[src/rtl/seq_mult_scheduler.sv]
// Round-robin front end that shares one sequential signed multiplier core between
// NREQ requesters and returns each product, tagged with its requester ID, on a response channel.
module seq_mult_scheduler #(
    parameter int NREQ    = 4,
    parameter int WIDTH   = 32,
    parameter int LATENCY = 33,
    localparam int IDW    = $clog2(NREQ),
    localparam int CW     = $clog2(LATENCY + 1)
) (
    input  logic                  clk,
    input  logic                  rst,
    input  logic [NREQ-1:0]       req_valid,
    input  logic [NREQ*WIDTH-1:0] req_m,
    input  logic [NREQ*WIDTH-1:0] req_q,
    output logic [NREQ-1:0]       req_ready,
    output logic                  resp_valid,
    input  logic                  resp_ready,
    output logic [IDW-1:0]        resp_id,
    output logic [2*WIDTH-1:0]    resp_result,
    output logic                  mult_load,
    output logic [WIDTH-1:0]      mult_m,
    output logic [WIDTH-1:0]      mult_q,
    input  logic [2*WIDTH-1:0]    mult_result,
    output logic                  busy,
    output logic [1:0]            state_dbg
);

    // Handshakes: a transfer happens on a rising edge where valid and ready are both high;
    // valid never waits for ready, and req_ready is a combinational grant strobe raised only in IDLE.
    typedef enum logic [1:0] {
        IDLE = 2'd0,
        LOAD = 2'd1,
        RUN  = 2'd2,
        DONE = 2'd3
    } state_t;

    localparam logic [CW-1:0] CNT_LAST = CW'(LATENCY - 1);

    state_t          state, state_n;
    logic [IDW-1:0]  rr_ptr;
    logic [CW-1:0]   cnt;
    logic            grant_found;
    logic [IDW-1:0]  grant_idx;
    logic [IDW-1:0]  cand;

    function automatic logic [IDW-1:0] wrap_add(input logic [IDW-1:0] base, input int unsigned off);
        logic [IDW:0] s;
        s = {1'b0, base} + (IDW+1)'(off);
        if (s >= (IDW+1)'(NREQ))
            s = s - (IDW+1)'(NREQ);
        return s[IDW-1:0];
    endfunction

    // First valid requester at or after rr_ptr, wrapping past NREQ-1 back to 0.
    always_comb begin
        grant_found = 1'b0;
        grant_idx   = '0;
        cand        = '0;
        for (int i = 0; i < NREQ; i++) begin
            cand = wrap_add(rr_ptr, unsigned'(i));
            if (!grant_found && req_valid[cand]) begin
                grant_found = 1'b1;
                grant_idx   = cand;
            end
        end
    end

    always_ff @(posedge clk or negedge rst) begin
        if (!rst)
            state <= IDLE;
        else
            state <= state_n;
    end

    always_comb begin
        state_n    = state;
        req_ready  = '0;
        mult_load  = 1'b0;
        resp_valid = 1'b0;
        case (state)
            IDLE: begin
                if (grant_found) begin
                    req_ready = NREQ'(1) << grant_idx;
                    state_n   = LOAD;
                end
            end
            LOAD: begin
                mult_load = 1'b1;
                state_n   = RUN;
            end
            RUN: begin
                if (cnt == CNT_LAST)
                    state_n = DONE;
            end
            DONE: begin
                resp_valid = 1'b1;
                if (resp_ready)
                    state_n = IDLE;
            end
            default: state_n = IDLE;
        endcase
    end

    assign busy      = (state != IDLE);
    assign state_dbg = state;

    always_ff @(posedge clk or negedge rst) begin
        if (!rst) begin
            rr_ptr      <= '0;
            cnt         <= '0;
            mult_m      <= '0;
            mult_q      <= '0;
            resp_id     <= '0;
            resp_result <= '0;
        end else begin
            case (state)
                IDLE: begin
                    if (grant_found) begin
                        mult_m  <= req_m[int'(grant_idx)*WIDTH +: WIDTH];
                        mult_q  <= req_q[int'(grant_idx)*WIDTH +: WIDTH];
                        resp_id <= grant_idx;
                        rr_ptr  <= wrap_add(grant_idx, 1);
                    end
                end
                LOAD: cnt <= '0;
                RUN: begin
                    cnt <= cnt + CW'(1);
                    // The core result is first stable on the LATENCY-th edge after the load edge.
                    if (cnt == CNT_LAST)
                        resp_result <= mult_result;
                end
                default: ;
            endcase
        end
    end

endmodule
[config.mk]
export PLATFORM = sky130hd
export DESIGN_NAME = seq_mult_scheduler
export DESIGN_NICKNAME = d
export VERILOG_FILES = /design/src/rtl/seq_mult_scheduler.sv
export SDC_FILE = /design/constraint.sdc
export NUM_CORES = 1
export LEC_CHECK = 0
export CAP_MARGIN = 20
export CORE_AREA = 2 2 179 181
export DETAILED_ROUTE_END_ITERATION = 10
export DIE_AREA = 0 0 181 183
export GPL_TIMING_DRIVEN = 0
export PLACE_DENSITY_LB_ADDON = 0.1
export SLEW_MARGIN = 20
export SYNTH_ARGS = -nofsm -noshare
export SYNTH_HDL_FRONTEND = slang
export SYNTH_SLANG_ARGS = --single-unit
export TNS_END_PERCENT = 20
[constraint.sdc]
create_clock -name clk -period 4.65 [get_ports clk]
set_input_delay 0.93 -clock clk [delete_from_list [all_inputs] [get_ports clk]]
set_output_delay 0.93 -clock clk [all_outputs]
set_load 0.02 [all_outputs]
# Word-level counts from Yosys, hierarchy flattened
# Index checks and enable logic that the tools add are counted.
[word_totals]
ff_bits = 140
latchBits = 0
mem_bits_rw = 0
romBits = 0
in_bits = 327
out_inout_bits = 139
word_cells = 78
n_memories = 0
[op_classes]
add_sub_neg = 10
multipliers = 0
div = 0
n_lt_le_gt_ge = 9
n_eq_ne = 7
n_shift = 3
muxes = 30
bitwise_logic = 0
reduce_logical = 12
[op_table]
columns = ["operator", "count"]
rows = [
  ["$shiftx A128 B8 Y32", 2],
  ["$mux W2", 12],
  ["$ge A3 B3 Y1 const B", 4],
  ["$lt A2 B3 Y1 const B", 4],
  ["$pmux W6 S2", 1],
  ["$mux W1", 10],
  ["$sub A2 B1 Y2 const B", 5],
  ["$bmux W1 S2", 4],
  ["$mux W4", 2],
  ["$pmux W2 S4", 1],
  ["$add A2 B1 Y3 const B", 2],
  ["$add A2 B2 Y3 const B", 2],
  ["$add A6 B1 Y6 const B", 1],
  ["$eq A6 B6 Y1 const B", 1],
  ["$ne A2 B2 Y1 const B", 3],
  ["$eq A2 B2 Y1 const B", 2],
  ["$reduce_and A2 Y1", 2],
  ["$reduce_bool A2 Y1", 2],
  ["$shl A1 B2 Y4 const A", 1],
  ["$ge A2 B3 Y1 const B", 1],
  ["$logic_and A1 B1 Y1", 3],
  ["$logic_not A1 Y1", 3],
  ["$reduce_and A3 Y1", 1],
  ["$eq A2 B1 Y1 const B", 1],
  ["$logic_not A2 Y1", 1],
]

# Longest topological paths before layout
[depth]
ltp_word = 17
mapped_depth = 9
mapped_depth_nobuf = 7

# Least setup slack after synthesis
# Ideal clock, no wire load.
[synth_path]
path_kind = "input-to-output"
start = "in req_valid[1]"
end = "out req_ready[0]"
arrival_ns = 2.023
slack_ns = 1.697
stages = 6
path_buffers = 2
cell_sequence = "inv_1 -> o221a_2 -> a21o_4 -> buf_6 -> buf_6 -> nor2_1"
[synth_between]
elab_chain_len = 15
[synth_rtl]
columns = ["element", "line_no", "text"]
rows = [
  ["start: declaration", "12", "input logic [NREQ-1:0] req_valid,"],
  ["$bmux W1 S2", "61", "if (!grant_found && req_valid[cand]) begin"],
  ["$mux W1 (implied by the code)", "61", ""],
  ["$mux W1", "61", ""],
  ["$logic_not A1 Y1", "61", ""],
  ["$logic_and A1 B1 Y1", "61", ""],
  ["$mux W1", "61", ""],
  ["$logic_not A1 Y1", "61", ""],
  ["$logic_and A1 B1 Y1", "61", ""],
  ["$mux W1", "61", ""],
  ["$logic_not A1 Y1", "61", ""],
  ["$logic_and A1 B1 Y1", "61", ""],
  ["$mux W2", "61", ""],
  ["$shl A1 B2 Y4", "83", "req_ready = NREQ'(1) << grant_idx;"],
  ["$mux W4 (*)", "82", "if (grant_found) begin"],
  ["$mux W4 (*)", "80", "case (state)"],
  ["end: declaration", "15", "output logic [NREQ-1:0] req_ready,"],
]
# Mark *: on every way between the ends. The rest lies on a longest branch, timed or not. The select of a mux whose other input is x is not followed.

# Worst setup path after layout
[layout_path]
start = "in req_valid[3]"
end = "out req_ready[3]"
# Same word-level chain as after synthesis.

==> summary.md <==
| Metric | Value |
|---|---|
| Register area share after synthesis | 43.9% |
| CP max stage cell | clkdlybuf4s50_1 |
| Fin. Hold Viols | 0 |
| Detailed Routing Iterations Pass 1 | 5 |
| Pwr Density | 601 mW/mm2 |
| Slew at the pin with the worst max-slew slack | 737 ps |
| CP Max Fanout | 10 |
| Worst-path clk slew | roughly 70 ps |
| DP Worst Slack | 197 ps |
| Asr flop ratio synth | 100% |
| Setup CP Type | input pin to output port |
| Post-CTS Setup Repair Bufs | 0 |
| Core Region | 0.0312 mm2 |
| Final setup viols | 0 |
| Post-Synth Simple-Gate Area | 5.77% |
| RSZ-0062 raised after global routing | false |
| Wirelength per Cell | 21.3 um |
| IO Count | between 400 and 500 |
| Min cycle time layout | 4400 ps |
| Switching Fraction | between 40% and 50% |
| Flops & latches, synth | 140 |
| Lkg Pwr | 5.54 nW |
| Compound-Gate Fraction of Synth Area | around 24% |
| Final GP Congestion | between 0.8 and 0.9 |
| Syn Nets | 1063 |
| Yosys top cell by area | dfrtp_1 |
| Width of the die | about 180 um |
| Synthesis-to-finish area growth | 72.4% |
| Antenna-violating nets left | 0 |
| Main combinational cell family by area after synthesis | compound AO/OA/AOI/OAI gates |
| CTS Buf Count | 17 |
| DR vias/cell | 4.69 |
| Synth top area share | 43.9% |
| Initial antenna violation count | 4 |
| Layout cells sized above 1 | 18.9% |
| Post-DP Area | 0.0132 mm2 |
| Combinational share of power | 57.3% |
| Hpwl dp | 27.0 mm |
| Tcrit/Tclk final | 94.7% |
| Worst r2r src | state_dbg[0]$_DFFE_PN0P_ |
| Bufs and invs on worst path | 3 |
| Critical path origin | req_valid[3] |
| Cell area after synthesis | 0.00798 mm2 |
| Syn Inst Count | 730 |
| YS warnings | 0 |
| Crit path required time | 3720 ps |
| Psw | 3.49 mW |
| Reg2Reg Depth | 8 |
| CTS Hold Bufs | 0 |
| Final WS setup | 245 ps |
| Initial core utilization | 25.6% |
| Worst VDD drop | approximately 0.24 mV |
| Vias in the first global route | slightly below 8000 |
| Die area | between 0.03 and 0.04 mm2 |
| Die Height | 183 um |
| Max clock buf depth | 2 |
| Row count | 65 |
| Htree depth | 4 |
| # fillers | approximately 3100 |
| Clock sink count | between 100 and 150 |
| Final WL | ~35 mm |
| Largest net degree at the start of global routing | 80 |
| Power share of the clock group | 16.9% |
| First-pass GRT wire length | 50.7 mm |
| # port buffers | 465 |
| Internal Power | around 4.8 mW |
| Hold crit path type | input pin to asynchronous set/reset pin |
| Main synth FF type | dfrtp_1 |
| Startpoint Class | input pin |
| Fmax | 227 MHz |
| Drt drc | 0 |
| Final Instance Area | 0.0138 mm2 |
| Post-route clock skew | 12.4 ps |
| Via Count | between 7000 and 8000 |
| Global route overflow | 0 |
| Storage element area | 0.00350 mm2 |
| Synth area leaders | dfrtp_1 44%, a211oi_2 13%, mux2_2 9.2% |
| Post-Synth XOR/XNOR Area | 0.220% |
| Critical Path AT | 3470 ps |
| Post-synthesis mux area share | 17.2% |
| Clock Latency Late Sink | 420 ps |
| Status | completed |
| Initial DRC Count | roughly 300 |
| Worst slew margin | 50.8% |
| Total negative slack | 0 ps |
| CTS tree | built |
| Placed cells | 1598 |
| CTS resizes | 0 |
| CP Cell Sequence | clkdlybuf4s50_1, nor4_2, nor2_1, nand3_2, buf_2, nor2_1, clkdlybuf4s50_1 |
| Number of flops mapped to enable cells by yosys | 0 |
| Non-filler instance count after layout | 1634 |
| Unique cell type count in the Yosys netlist | 38 |
| Max-slew violation count | 0 |
| Critical path's largest stage delay | 620 ps |
| Seq pwr share | 25.8% |
| Synthesized area per cell | 10.9 um2 |
| Layout net count | 1548 |
| Reg-to-reg slack, setup | 2110 ps |
| Post-Synth Adder-Cell Area | 0.941% |
| Top cell family by delay on the critical path | buffers and inverters |
| GRT Total Usage | roughly 20% |
| Crit end category | output port |
| MaxCap Viol Count | 0 |
| CTS root buf | clkbuf_16 |
| Multi-input logic area | 0.00384 mm2 |
| Reg-to-Reg End | mult_q[3]$_DFFE_PN0P_ |
[how the worst max path moves through the flow]
stage	endpoint	slack, ps	cells past startpoint
2_1_floorplan	req_ready[0]	1700	6
3_3_place_gp	resp_result[30]$_DFFE_PN0P_	-3830	1
3_5_place_dp	req_ready[2]	200	7
4_1_cts	req_ready[2]	190	7
5_1_grt	req_ready[2]	130	7
6_report	req_ready[3]	250	7
[final cells by class]
| class | count | area share, % |
|---|---|---|
| buffer | 65 | 2.60 |
| sequential | 140 | 25.5 |
| timing repair buffer | 466 | 34.1 |
| multi-input combinational | 452 | 27.9 |
| clock buffer | 18 | 3.12 |
| tap | 402 | 3.66 |
| antenna | 4 | 0.0727 |
| inverter | 73 | 1.99 |
| clock inverter | 14 | 1.09 |
[registers in the layout (all words and copies together), names as in the netlist]
signal / flops
mult_m: 32
state_dbg: 2
cnt: 6
mult_q: 32
rr_ptr: 2
resp_id: 2
resp_result: 64
[layer usage]
layer	part of all wire, %	track usage (%)
met3	9.0	7.03
met5	0.032	0
met4	1.4	5.95
met1	41	24.5
met2	49	35.4
[power by group through the flow]
stage          clock (mW)  combinational [mW]  sequential [mW]
5_1_grt              1.48                5.06             2.22
3_3_place_gp            0                4.79             2.14
4_1_cts              1.43                4.82             2.14
3_5_place_dp            0                4.81             2.15
6_report             1.40                4.74             2.13
2_1_floorplan           0                1.89             2.84
[worst reg2reg max path: cells and delay by family (launching register included)]
family / cells / cell delay, ps
AO/OA/AOI/OAI: 2 / 390
adder cells (fa/ha/maj): 1 / 230
buffers and inverters: 3 / 510
flip-flops: 1 / 430
AND/OR/NAND/NOR: 2 / 820
[metrics by stage]
stage | hold WS [ps] | util (%) | total power [mW]
after floorplan | 525 | - | 4.72
after global placement | 460 | 42.1 | 6.92
after detailed placement | 472 | 42.2 | 6.96
after CTS | 449 | 44.0 | 8.39
after global routing | 446 | 44.0 | 8.76
final | 417 | 44.1 | 8.27
[synthesized netlist by cell type, types with 2 or more instances]
| master | n |
|---|---|
| dfrtp_1 | 140 |
| a211oi_2 | 86 |
| inv_1 | 73 |
| nor2_1 | 73 |
| mux2_2 | 65 |
| a31oi_1 | 64 |
| mux2i_1 | 64 |
| a211oi_1 | 42 |
| buf_2 | 28 |
| clkbuf_1 | 21 |
| buf_6 | 9 |
| nand2_1 | 8 |
| o21ai_0 | 8 |
| ha_1 | 6 |
| nand3_1 | 5 |
| a21oi_1 | 4 |
| buf_1 | 4 |
| buf_4 | 3 |
| nor2b_1 | 3 |
| nand2b_1 | 2 |
| nand3_2 | 2 |
| nand3b_1 | 2 |
| nand4_1 | 2 |
| o21ai_2 | 2 |
[cell families after synthesis]
| kind of cell | after synthesis |
|---|---|
| xor+xnor | 2 |
| buf+inv | 138 |
| flops | 140 |
| fa+ha+maj | 6 |
| simple gates | 104 |
| mux | 129 |
| compound gates | 211 |
[layout by cell type, fill, tap and decap left out, types with 9 or more instances in the layout]
cell             instances
clkdlybuf4s50_1        464
dfrtp_1                140
a211oi_2                86
inv_1                   73
nor2_1                  73
mux2_2                  65
mux2i_1                 64
a31oi_1                 64
a211oi_1                42
buf_2                   28
clkbuf_1                22
clkbuf_16               17
buf_6                    9
(Power assumes the default switching activity.)
